===== src/rtl/mem_arbiter.sv =====
// mem_arbiter
//   Shares one single-ported memory between the instruction-fetch port and the
//   load/store port. At most one access is granted and issued per cycle; data
//   wins conflicts unless fetch has lost FAIR_MAX conflicts in a row. Read data
//   comes back RD_LAT cycles after issue and is steered by a {valid, owner}
//   shift register.
//
// Ports
//   clk, reset          clock, asynchronous active-low reset
//   if_req/addr/gnt     fetch request side; if_rvalid/if_rdata fetch response
//   d_req/we/addr/wdata/strb/gnt   data request side; d_rvalid/d_rdata response
//   mem_en/we/addr/wdata/strb      memory issue; mem_rdata_i memory read data
module mem_arbiter #(
    parameter int RD_LAT   = 1,
    parameter int FAIR_MAX = 4
) (
    input  logic        clk,
    input  logic        reset,
    input  logic        if_req_i,
    input  logic [31:0] if_addr_i,
    output logic        if_gnt_o,
    output logic        if_rvalid_o,
    output logic [31:0] if_rdata_o,
    input  logic        d_req_i,
    input  logic        d_we_i,
    input  logic [31:0] d_addr_i,
    input  logic [31:0] d_wdata_i,
    input  logic [3:0]  d_strb_i,
    output logic        d_gnt_o,
    output logic        d_rvalid_o,
    output logic [31:0] d_rdata_o,
    output logic        mem_en_o,
    output logic        mem_we_o,
    output logic [31:0] mem_addr_o,
    output logic [31:0] mem_wdata_o,
    output logic [3:0]  mem_strb_o,
    input  logic [31:0] mem_rdata_i
);

    localparam logic [3:0] FAIR_LIM = 4'(FAIR_MAX);

    logic [3:0]        starve_cnt_q, starve_cnt_d;
    logic [RD_LAT-1:0] rvld_q, rvld_d;   // return pipe valid bits
    logic [RD_LAT-1:0] rown_q, rown_d;   // return pipe owner: 1 = data port
    logic              fetch_wins;
    logic              rd_issue;

    // Fetch wins only when it is alone, or when it has been starved long enough.
    always_comb begin
        fetch_wins = if_req_i && (!d_req_i || (starve_cnt_q == FAIR_LIM));
        if_gnt_o   = reset && fetch_wins;
        d_gnt_o    = reset && d_req_i && !fetch_wins;
    end

    always_comb begin
        mem_en_o    = 1'b0;
        mem_we_o    = 1'b0;
        mem_addr_o  = '0;
        mem_wdata_o = '0;
        mem_strb_o  = '0;
        if (if_gnt_o) begin
            mem_en_o   = 1'b1;
            mem_addr_o = if_addr_i;
        end else if (d_gnt_o) begin
            mem_en_o    = 1'b1;
            mem_we_o    = d_we_i;
            mem_addr_o  = d_addr_i;
            mem_wdata_o = d_wdata_i;
            mem_strb_o  = d_strb_i;
        end
    end

    assign rd_issue = if_gnt_o || (d_gnt_o && !d_we_i);

    // Counter tracks consecutive conflict losses by fetch; any cycle without a
    // fetch request, or a fetch grant, ends the streak.
    always_comb begin
        starve_cnt_d = starve_cnt_q;
        if (if_gnt_o || !if_req_i) begin
            starve_cnt_d = '0;
        end else if (d_gnt_o && (starve_cnt_q != FAIR_LIM)) begin
            starve_cnt_d = starve_cnt_q + 4'd1;
        end
    end

    always_comb begin
        rvld_d    = '0;
        rown_d    = '0;
        rvld_d[0] = rd_issue;
        rown_d[0] = d_gnt_o;
        for (int i = 1; i < RD_LAT; i++) begin
            rvld_d[i] = rvld_q[i-1];
            rown_d[i] = rown_q[i-1];
        end
    end

    always_ff @(posedge clk or negedge reset) begin
        if (!reset) begin
            starve_cnt_q <= '0;
            rvld_q       <= '0;
            rown_q       <= '0;
        end else begin
            starve_cnt_q <= starve_cnt_d;
            rvld_q       <= rvld_d;
            rown_q       <= rown_d;
        end
    end

    assign if_rvalid_o = rvld_q[RD_LAT-1] && !rown_q[RD_LAT-1];
    assign d_rvalid_o  = rvld_q[RD_LAT-1] &&  rown_q[RD_LAT-1];
    assign if_rdata_o  = mem_rdata_i;
    assign d_rdata_o   = mem_rdata_i;

endmodule


===== config.mk =====
export PLATFORM = sky130hd
export DESIGN_NAME = mem_arbiter
export DESIGN_NICKNAME = d
export VERILOG_FILES = /design/src/rtl/mem_arbiter.sv
export SDC_FILE = /design/constraint.sdc
export NUM_CORES = 1
export LEC_CHECK = 0
export ABC_AREA = 0
export ABC_CLOCK_PERIOD_IN_PS = 2400
export BUFFER_PORTS_ARGS = -buffer_cell sky130_fd_sc_hd__buf_2
export CAP_MARGIN = 20
export CORE_AREA = 8 8 100 102
export CTS_CLUSTER_SIZE = 40
export DETAILED_ROUTE_END_ITERATION = 10
export DIE_AREA = 0 0 108 110
export GPL_ROUTABILITY_DRIVEN = 0
export SYNTH_ARGS = -nofsm -noshare
export SYNTH_HDL_FRONTEND = slang
export SYNTH_SLANG_ARGS = --single-unit

===== constraint.sdc =====
create_clock -name clk -period 2.4 [get_ports clk]
set_clock_uncertainty 0.15 [all_clocks]
set_input_delay 0.12 -clock clk [delete_from_list [all_inputs] [get_ports clk]]
set_output_delay 0.12 -clock clk [all_outputs]
set_load 0.005 [all_outputs]

==> metrics.txt, run 1 <==
clock buffer depth=2; CTS sink count=6; Iteration-0 DRC Markers=73; minimum clock period=2190 ps; Crit. End Element=output pin; CTS root buf=clkbuf_8; distinct cell type count after synthesis=23; Tcrit/Tclk final=0.914; vias per cell=4.02; H-tree lvl count=1; arrival time worst endpoint=1920 ps; Synthesis Warnings=0; number of antenna diodes=0; highest clock rate=456 MHz; top cell family by delay on the critical path=compound AO/OA/AOI/OAI gates; mux share of post-synthesis cell area=0; FP Rows=34; Mapped Nets=315; placed inst area=1890 um2; TritonCTS clock tree=yes; CP startpoint kind=flop; wire per inst=15.5 um; detailed-placement wirelength estimate=5350 um; design area=1950 um2; Synth Register Bits=6; Layout area overhead=39.6%; die width=108 um; WL final=6110 um; WP buf/inv=3; adder-cell area share of the yosys netlist=0.0179; antenna violations before repair=0; post-CTS sizing=0; Placeable Area=8470 um2; Die ar.=11900 um2; DRT antenna net count=0; path type of the worst min-delay path=in2reg; worst path cell trace=inv_1 > ha_1 > and3b_4 > o211a_1 > buf_4 > a22o_1 > buf_2; largest net degree at the start of global routing=40; first-pass GRT wire length=8580 um; Seq/Total Area, Yosys=0.107; initial core utilization=0.165; post-synthesis cell area=1400 um2; clk_lat worst skew=230 ps; Synth Area in Compound Gates=0.227; required time worst endpoint=2130 ps; Post-Synthesis Cells=176; final setup TNS=0 ps; CTS buffer count=3; Total GRT Usage=0.0885; fraction of layout cells with a size suffix above 1=0.650; RSZ-0062 raised after global routing=false; number of global-route vias before repair=1666; PwrDens=260 nW/um2; status=complete, no violations; Synth Area in XOR/XNOR=0.0188; CP max-delay cell=dfrtp_1; DRT Pass-1 Iters=4; IO Count=275; Vias=1583; Max-slew headroom=0.772; grt ovf=0; # setup viols final=0; largest family of logic cells by synthesized area=buffers and inverters; crit path kind=reg2out; DRC viols=0; Slew Viols, Final=0; Port Buffer Count=178; Simple-Gate Fraction of Synth Area=0.219; Reg clk slew, reported paths=40 ps; Lkg Pwr=1.23 nW; chip height=110 um; Worst Tran Pin Value=343 ps; Min Hold Slack=82.0 ps; # nets final=427; VDD IR max=0.000118 V; critical-path maximum fanout=35; CP peak stage delay=390 ps; Hold Fails Final Rpt=0; Avg Synthesized Cell Area=7.96 um2; max-cap violations=0; fin util=0.231
==> sequential cells by signal, summed over array words and instances, names as in the netlist <==
signal,flops
rvld_q,1
starve_cnt_q,4
rown_q,1
==> power by group <==
part / internal (mW) / switching [mW] / leakage, nW
clock: 0.108 / 0.0451 / 0.0216
sequential: 0.106 / 0.00274 / 0.0808
combinational: 0.145 / 0.102 / 1.13
==> metrics by stage <==
step                      setup WS, ps  power (mW)  instances
final                              206       0.509        394
after global routing              71.0       0.552        394
after CTS                          178       0.520        394
after detailed placement           438       0.359        389
after global placement             492       0.354        389
after floorplan                    644       0.292        176
==> cells in the final DEF (no fill, tap or decap), drive strengths merged <==
| master | Yosys | routed |
|---|---|---|
| a21oi | 1 | 1 |
| a22o | 32 | 32 |
| and2 | 39 | 39 |
| and3 | 3 | 3 |
| and3b | 1 | 1 |
| buf | 74 | 181 |
| clkbuf | 2 | 3 |
| dfrtp | 6 | 6 |
| dlygate4sd3 | 0 | 2 |
| ha | 2 | 2 |
| inv | 3 | 3 |
| nand2 | 2 | 2 |
| nand3 | 1 | 1 |
| nand4 | 1 | 1 |
| nor2b | 1 | 1 |
| o211a | 1 | 1 |
| o21ai | 1 | 1 |
| o21bai | 1 | 1 |
| o22ai | 1 | 1 |
| or2 | 1 | 1 |
| xnor2 | 2 | 2 |
| xor2 | 1 | 1 |
==> Yosys cell counts <==
cell type,count,share of area
buf_4,64,0.34
and2_1,39,0.17
a22o_1,32,0.20
buf_2,6,0.021
dfrtp_1,6,0.11
buf_6,4,0.032
and3_1,3,0.013
inv_1,3,0.0080
clkbuf_1,2,0.0054
ha_1,2,0.018
nand2_1,2,0.0054
xnor2_1,2,0.013
a21oi_2,1,0.0063
and3b_4,1,0.0089
nand3_1,1,0.0036
nand4_1,1,0.0045
nor2b_1,1,0.0045
o211a_1,1,0.0071
o21ai_0,1,0.0036
o21bai_1,1,0.0054
o22ai_1,1,0.0045
or2_1,1,0.0045
xor2_1,1,0.0063
==> cell families (layout without fill, tap and decap cells) <==
group / count (synthesis) / after routing
compound gates: 37 / 37
buf+inv: 79 / 189
fa+ha+maj: 2 / 2
simple gates: 49 / 49
flops: 6 / 6
xor+xnor: 3 / 3
==> area by class of cell <==
cell class / instances / area [um2]
fill: 949 / 6510
timing repair buffer: 183 / 933
multi-input combinational: 91 / 683
sequential: 6 / 150
tap: 108 / 135
clock buffer: 3 / 41.3
inverter: 3 / 11.3
==> worst paths after layout <==
path / start / to / slack [ps] / depth (start not counted)
worst max-delay path: starve_cnt_q[0]$_DFFE_PN0P_ / mem_addr_o[0] / 210 / 7
worst min-delay path: if_req_i / starve_cnt_q[1]$_DFFE_PN0P_ / 80 / 2
worst max register to register: starve_cnt_q[0]$_DFFE_PN0P_ / rvld_q$_DFF_PN0_ / 650 / 6
worst min register to register: starve_cnt_q[3]$_DFFE_PN0P_ / starve_cnt_q[3]$_DFFE_PN0P_ / 490 / 2
max in group asynchronous: reset / starve_cnt_q[3]$_DFFE_PN0P_ / 1730 / 2
min in group asynchronous: reset / starve_cnt_q[0]$_DFFE_PN0P_ / 160 / 2
==> metal layers <==
| layer | up-vias | GRT usage | share of wire |
|---|---|---|---|
| li1 | 749 | - | - |
| met1 | 698 | 0.0844 | 0.31 |
| met2 | 111 | 0.168 | 0.54 |
| met3 | 25 | 0.0384 | 0.13 |
| met4 | 0 | 0.0258 | 0.020 |
| met5 | - | 0 | 0 |
==> repair_timing <==
action | 4_1_cts | 5_1_grt
hold buffers | 2 | 0
setup buffers | 0 | 0
hold endpoints to repair | 7 | 0
Note: power is estimated with default switching activity, not from simulation.
==> inputs of run 2 (changes only) <==
--- a/config.mk
+++ b/config.mk
@@ -14,6 +14,7 @@
 export DETAILED_ROUTE_END_ITERATION = 10
 export DIE_AREA = 0 0 108 110
 export GPL_ROUTABILITY_DRIVEN = 0
+export RECOVER_POWER = 100
 export SYNTH_ARGS = -nofsm -noshare
 export SYNTH_HDL_FRONTEND = slang
 export SYNTH_SLANG_ARGS = --single-unit
==> metrics.txt, run 2 (same netlist as run 1, synthesis figures left out) <==
Fill cells=970 (+2.2%); Max-slew headroom=0.769 (-0.00286); H-tree lvl count=1 (unchanged); # setup viols final=0 (unchanged); detailed-placement wirelength estimate=5350 um (unchanged); highest clock rate=457 MHz (+0.29%); CTS root buf=clkbuf_8; commonest non-fill, non-tap cell in the layout=buf_2; hold path depth=2 (unchanged); number of antenna diodes=0 (unchanged); Min Hold Slack=79.7 ps (-2.30 ps); Vias=1594 (+0.69%); VDD IR max=0.000118 V (about the same); CP peak stage delay=390 ps (about the same); clock buffer depth=2 (unchanged); Crit. End Element=output pin; design area=1890 um2 (-3.4%); Worst Tran Pin Value=347 ps (+4.28 ps); RSZ-0062 raised after global routing=false; Iteration-0 DRC Markers=92 (+26%); largest net degree at the start of global routing=40 (unchanged); required time worst endpoint=2130 ps (about the same); status=complete, no violations; CP max-delay cell=dfrtp_1; PwrDens=264 nW/um2 (+1.5%); fin util=0.223 (-0.00783); Most flops, register=starve_cnt_q; Reg clk slew, reported paths=40 ps (about the same); largest registers=starve_cnt_q x4, rown_q x1, rvld_q x1; wire per inst=15.6 um (+0.59%); critical-path maximum fanout=35 (unchanged); most frequent cells in the layout=buf_2, clkbuf_1, and2_1, a22o_1, and2_0; FP Rows=34 (unchanged); r2r endpoint=rvld_q$_DFF_PN0_; Tcrit/Tclk final=0.911 (-0.00267); Hold Startpoint=if_req_i; clk_lat worst skew=230 ps (about the same); chip height=110 um (unchanged); max-cap violations=0 (unchanged); path type of the worst min-delay path=in2reg; Placeable Area=8470 um2 (unchanged); fraction of layout cells with a size suffix above 1=0.465 (-0.185); minimum clock period=2190 ps (-6.40 ps); DRC viols=0 (unchanged); Hold Path Sink=starve_cnt_q[1]$_DFFE_PN0P_; number of global-route vias before repair=1666 (unchanged); Hold Fails Final Rpt=0 (unchanged); Total GRT Usage=0.0885 (unchanged); crit path kind=reg2out; Port Buffer Count=178 (unchanged); initial core utilization=0.165 (unchanged); first-pass GRT wire length=8580 um (unchanged); CTS buffer count=3 (unchanged); antenna violations before repair=0 (unchanged); grt ovf=0 (unchanged); Total Power=0.499 mW (-1.9%); final setup TNS=0 ps (unchanged); CTS sink count=6 (unchanged); internal reg-to-reg setup slack=640 ps (about the same); # nets final=427 (unchanged); placed inst area=1890 um2 (unchanged); TritonCTS clock tree=yes; Die ar.=11900 um2 (unchanged); worst reg2reg path depth=6 (unchanged); area of the multi-input gates=683 um2 (unchanged); DRT Pass-1 Iters=4 (unchanged); die width=108 um (unchanged); IO Count=275 (unchanged); WL final=6150 um (+0.59%); Reg-to-Reg Start=starve_cnt_q[0]$_DFFE_PN0P_; number of flip-flops in the largest register=4 (unchanged); Seq. cell area=150 um2 (unchanged); arrival time worst endpoint=1920 ps (about the same); DRT antenna net count=0 (unchanged); CP startpoint kind=flop; vias per cell=4.05 (+0.69%); Layout area overhead=34.9%; Lkg Pwr=1.02 nW (-17%); Slew Viols, Final=0 (unchanged); worst path cell trace=inv_1 > ha_1 > and3b_4 > o211a_1 > buf_4 > a22o_1 > buf_2
run 2: per-layer routing:
metal,up-vias,track usage,routed length (um)
met1,709,0.0844,1970
met3,25,0.0384,732
li1,749,-,-
met5,-,0,0
met2,111,0.168,3320
met4,0,0.0258,125
run 2: stage by stage:
step                setup slack [ps]  std cells
floorplan                        644        176
detailed placement               438        389
finish                           213        394
CTS                              178        394
global route                    65.5        394
global placement                 492        389
run 2: cell type report:
| type | count | area share |
|---|---|---|
| inverters | 3 | 0.00596 |
| flip-flops and latches | 6 | 0.0795 |
| well taps | 108 | 0.0716 |
| clock buffers | 3 | 0.0219 |
| multi-input cells | 91 | 0.362 |
| repair buffers | 183 | 0.459 |
run 2: worst max-delay path by stage:
stage                                           start        endpoint  slack, ps  depth (start not counted)
after floorplan           starve_cnt_q[0]$_DFFE_PN0P_  mem_addr_o[23]        640                          7
after global placement    starve_cnt_q[0]$_DFFE_PN0P_   mem_addr_o[8]        490                          7
after detailed placement  starve_cnt_q[0]$_DFFE_PN0P_   mem_addr_o[0]        440                          7
after CTS                 starve_cnt_q[0]$_DFFE_PN0P_   mem_addr_o[0]        180                          7
after global routing      starve_cnt_q[0]$_DFFE_PN0P_   mem_addr_o[0]         70                          7
final                     starve_cnt_q[0]$_DFFE_PN0P_   mem_addr_o[8]        210                          7
run 2: power breakdown:
group / switching, mW / total (mW) / internal, mW
registers: 0.00274 / 0.108 / 0.106
logic: 0.105 / 0.237 / 0.133
clock network: 0.0452 / 0.153 / 0.108
total: 0.153 / 0.499 / 0.346
run 2: worst max-delay path, delay by kind of cell (launching register included):
family                   cells  cell delay [ps]
adder cells (fa/ha/maj)      1              200
AO/OA/AOI/OAI                2              460
AND/OR/NAND/NOR              1              210
flip-flops                   1              390
buffers and inverters        3              410
run 2: repair_timing:
action	CTS	global route
hold buffers	2	0
buffers inserted	0	0
hold endpoints to repair	7	0
resized for setup	0	0
==> inputs of run 3 (changes only) <==
--- a/config.mk
+++ b/config.mk
@@ -14,6 +14,7 @@
 export DETAILED_ROUTE_END_ITERATION = 10
 export DIE_AREA = 0 0 108 110
 export GPL_ROUTABILITY_DRIVEN = 0
+export GPL_TIMING_DRIVEN = 0
 export RECOVER_POWER = 100
 export SYNTH_ARGS = -nofsm -noshare
 export SYNTH_HDL_FRONTEND = slang
==> constraint.sdc (replaced) <==
create_clock -name clk -period 2.4 [get_ports clk]
set_clock_uncertainty 0.15 [all_clocks]
set_input_delay 0.24 -clock clk [delete_from_list [all_inputs] [get_ports clk]]
set_output_delay 0.24 -clock clk [all_outputs]
set_load 0.005 [all_outputs]
==> metrics.txt, run 3 (same netlist as run 1, synthesis figures left out) <==
max-cap violations=0 (unchanged); Hold Startpoint=d_we_i; Tcrit/Tclk final=0.966 (+0.0549); Hold Path Sink=rvld_q$_DFF_PN0_; Layout area overhead=96.6%; detailed-placement wirelength estimate=7230 um (+35%); arrival time worst endpoint=1930 ps (about the same); worst path cell trace=inv_1 > ha_1 > and3b_4 > o211a_1 > buf_6 > buf_6 > a22o_1 > buf_2; Lkg Pwr=1.58 nW (+55%); first-pass GRT wire length=11100 um (+30%); VDD IR max=0.000118 V (+0.45%); # setup viols final=0 (unchanged); number of flip-flops in the largest register=4 (unchanged); commonest non-fill, non-tap cell in the layout=buf_2; IO Count=275 (unchanged); vias per cell=3.91 (-3.3%); Die ar.=11900 um2 (unchanged); WP buf/inv=4 (+1); fin util=0.325 (+0.102); required time worst endpoint=2010 ps (-120 ps); H-tree lvl count=1 (unchanged); chip height=110 um (unchanged); die width=108 um (unchanged); fraction of layout cells with a size suffix above 1=0.593 (+0.128); Iteration-0 DRC Markers=56 (-39%); Hold Fails Final Rpt=0 (unchanged); Reg-to-Reg Start=starve_cnt_q[0]$_DFFE_PN0P_; # nets final=566 (+33%); r2r endpoint=rvld_q$_DFF_PN0_; Worst Tran Pin Value=295 ps (-51.6 ps); Total GRT Usage=0.114 (+0.0251); crit path kind=reg2out; CP peak stage delay=390 ps (about the same); DRT Pass-1 Iters=4 (unchanged); FP Rows=34 (unchanged); hold path depth=2 (unchanged); Reg clk slew, reported paths=40 ps (about the same); clock buffer depth=2 (unchanged); grt ovf=0 (unchanged); initial core utilization=0.165 (unchanged); most frequent CP cell=buf_6; Port Buffer Count=242 (+36%); CP startpoint kind=flop; DRC viols=0 (unchanged); WL final=7840 um (+28%); final setup TNS=0 ps (unchanged); number of antenna diodes=0 (unchanged); internal reg-to-reg setup slack=650 ps (about the same); critical-path maximum fanout=10 (-71%); CTS buffer count=3 (unchanged); Most flops, register=starve_cnt_q; highest clock rate=431 MHz (-5.7%); RSZ-0062 raised after global routing=false; Min Hold Slack=60.1 ps (-19.7 ps); status=complete, no violations; top cell family by delay on the critical path=buffers and inverters; wire per inst=14.7 um (-5.7%); CP max-delay cell=dfrtp_2; PwrDens=237 nW/um2 (-10%); minimum clock period=2320 ps (+132 ps); CTS sink count=6 (unchanged); Placeable Area=8470 um2 (unchanged); TritonCTS clock tree=yes; most frequent cells in the layout=buf_2, clkbuf_1, buf_4; Max-slew headroom=0.801 (+0.0323); DRT antenna net count=0 (unchanged); path type of the worst min-delay path=in2reg; worst reg2reg path depth=7 (+1); clk_lat worst skew=220 ps (about the same); Slew Viols, Final=0 (unchanged); largest registers=starve_cnt_q x4, rown_q x1, rvld_q x1; antenna violations before repair=0 (unchanged); number of global-route vias before repair=2289 (+37%); largest net degree at the start of global routing=12 (-70%); Vias=2085 (+31%); CTS root buf=clkbuf_8; Crit. End Element=output pin
[run 3: cell types whose count changed in the layout (fill, tap and decap cells not counted), sizes merged]
cell	change
clkbuf	+54
dlygate4sd3	-1
buf	+86
[run 3: area by class of cell]
cell class | instances | area, um2
clock buffers | 3 | 41.3
multi-input cells | 91 | 683
flip-flops and latches | 6 | 151
fillers | 960 | 5710
inverters | 3 | 11.3
plain buffers | 76 | 568
repair buffers | 246 | 1160
well taps | 108 | 135
[run 3: through the flow]
step                area (um2)  power, mW  worst slack, ps  std cells
global placement          2750      0.507              108        526
detailed placement        2750      0.512              104        526
floorplan                 1400      0.292              524        176
finish                    2750      0.652             81.0        533
CTS                       2810      0.673             17.7        530
global route              2750      0.704             4.51        533
[run 3: repair_timing]
item / CTS / global route
pin swaps: 0 / 1
setup buffers: 0 / 3
setup endpoints to repair: 69 / 69
hold endpoints to repair: 6 / 0
gates resized for setup: 4 / 1
hold buffers: 1 / 0
[run 3: worst max path at each step]
| stage | startpoint | endpoint | slack [ps] | depth (start not counted) |
|---|---|---|---|---|
| 2_1_floorplan | starve_cnt_q[0]$_DFFE_PN0P_ | mem_addr_o[23] | 520 | 7 |
| 3_3_place_gp | starve_cnt_q[0]$_DFFE_PN0P_ | mem_addr_o[5] | 110 | 7 |
| 3_5_place_dp | starve_cnt_q[0]$_DFFE_PN0P_ | mem_addr_o[5] | 100 | 7 |
| 4_1_cts | starve_cnt_q[0]$_DFFE_PN0P_ | mem_addr_o[11] | 20 | 7 |
| 5_1_grt | starve_cnt_q[1]$_DFFE_PN0P_ | mem_addr_o[25] | 5 | 8 |
| 6_report | starve_cnt_q[0]$_DFFE_PN0P_ | mem_addr_o[5] | 80 | 8 |
[run 3: where the power goes]
| group | total (mW) | leakage, nW | switching (mW) | internal, mW |
|---|---|---|---|---|
| clock | 0.155 | 0.0216 | 0.0471 | 0.108 |
| sequential | 0.109 | 0.0794 | 0.00313 | 0.106 |
| combinational | 0.387 | 1.48 | 0.151 | 0.237 |
| total | 0.652 | 1.58 | 0.201 | 0.451 |
[run 3: metal layers]
metal	up-vias	global-route usage	part of all wire
met2	129	0.233	0.57
met3	4	0.0506	0.12
li1	1028	-	-
met1	924	0.102	0.30
met5	-	0	0
met4	0	0.00991	0.0043
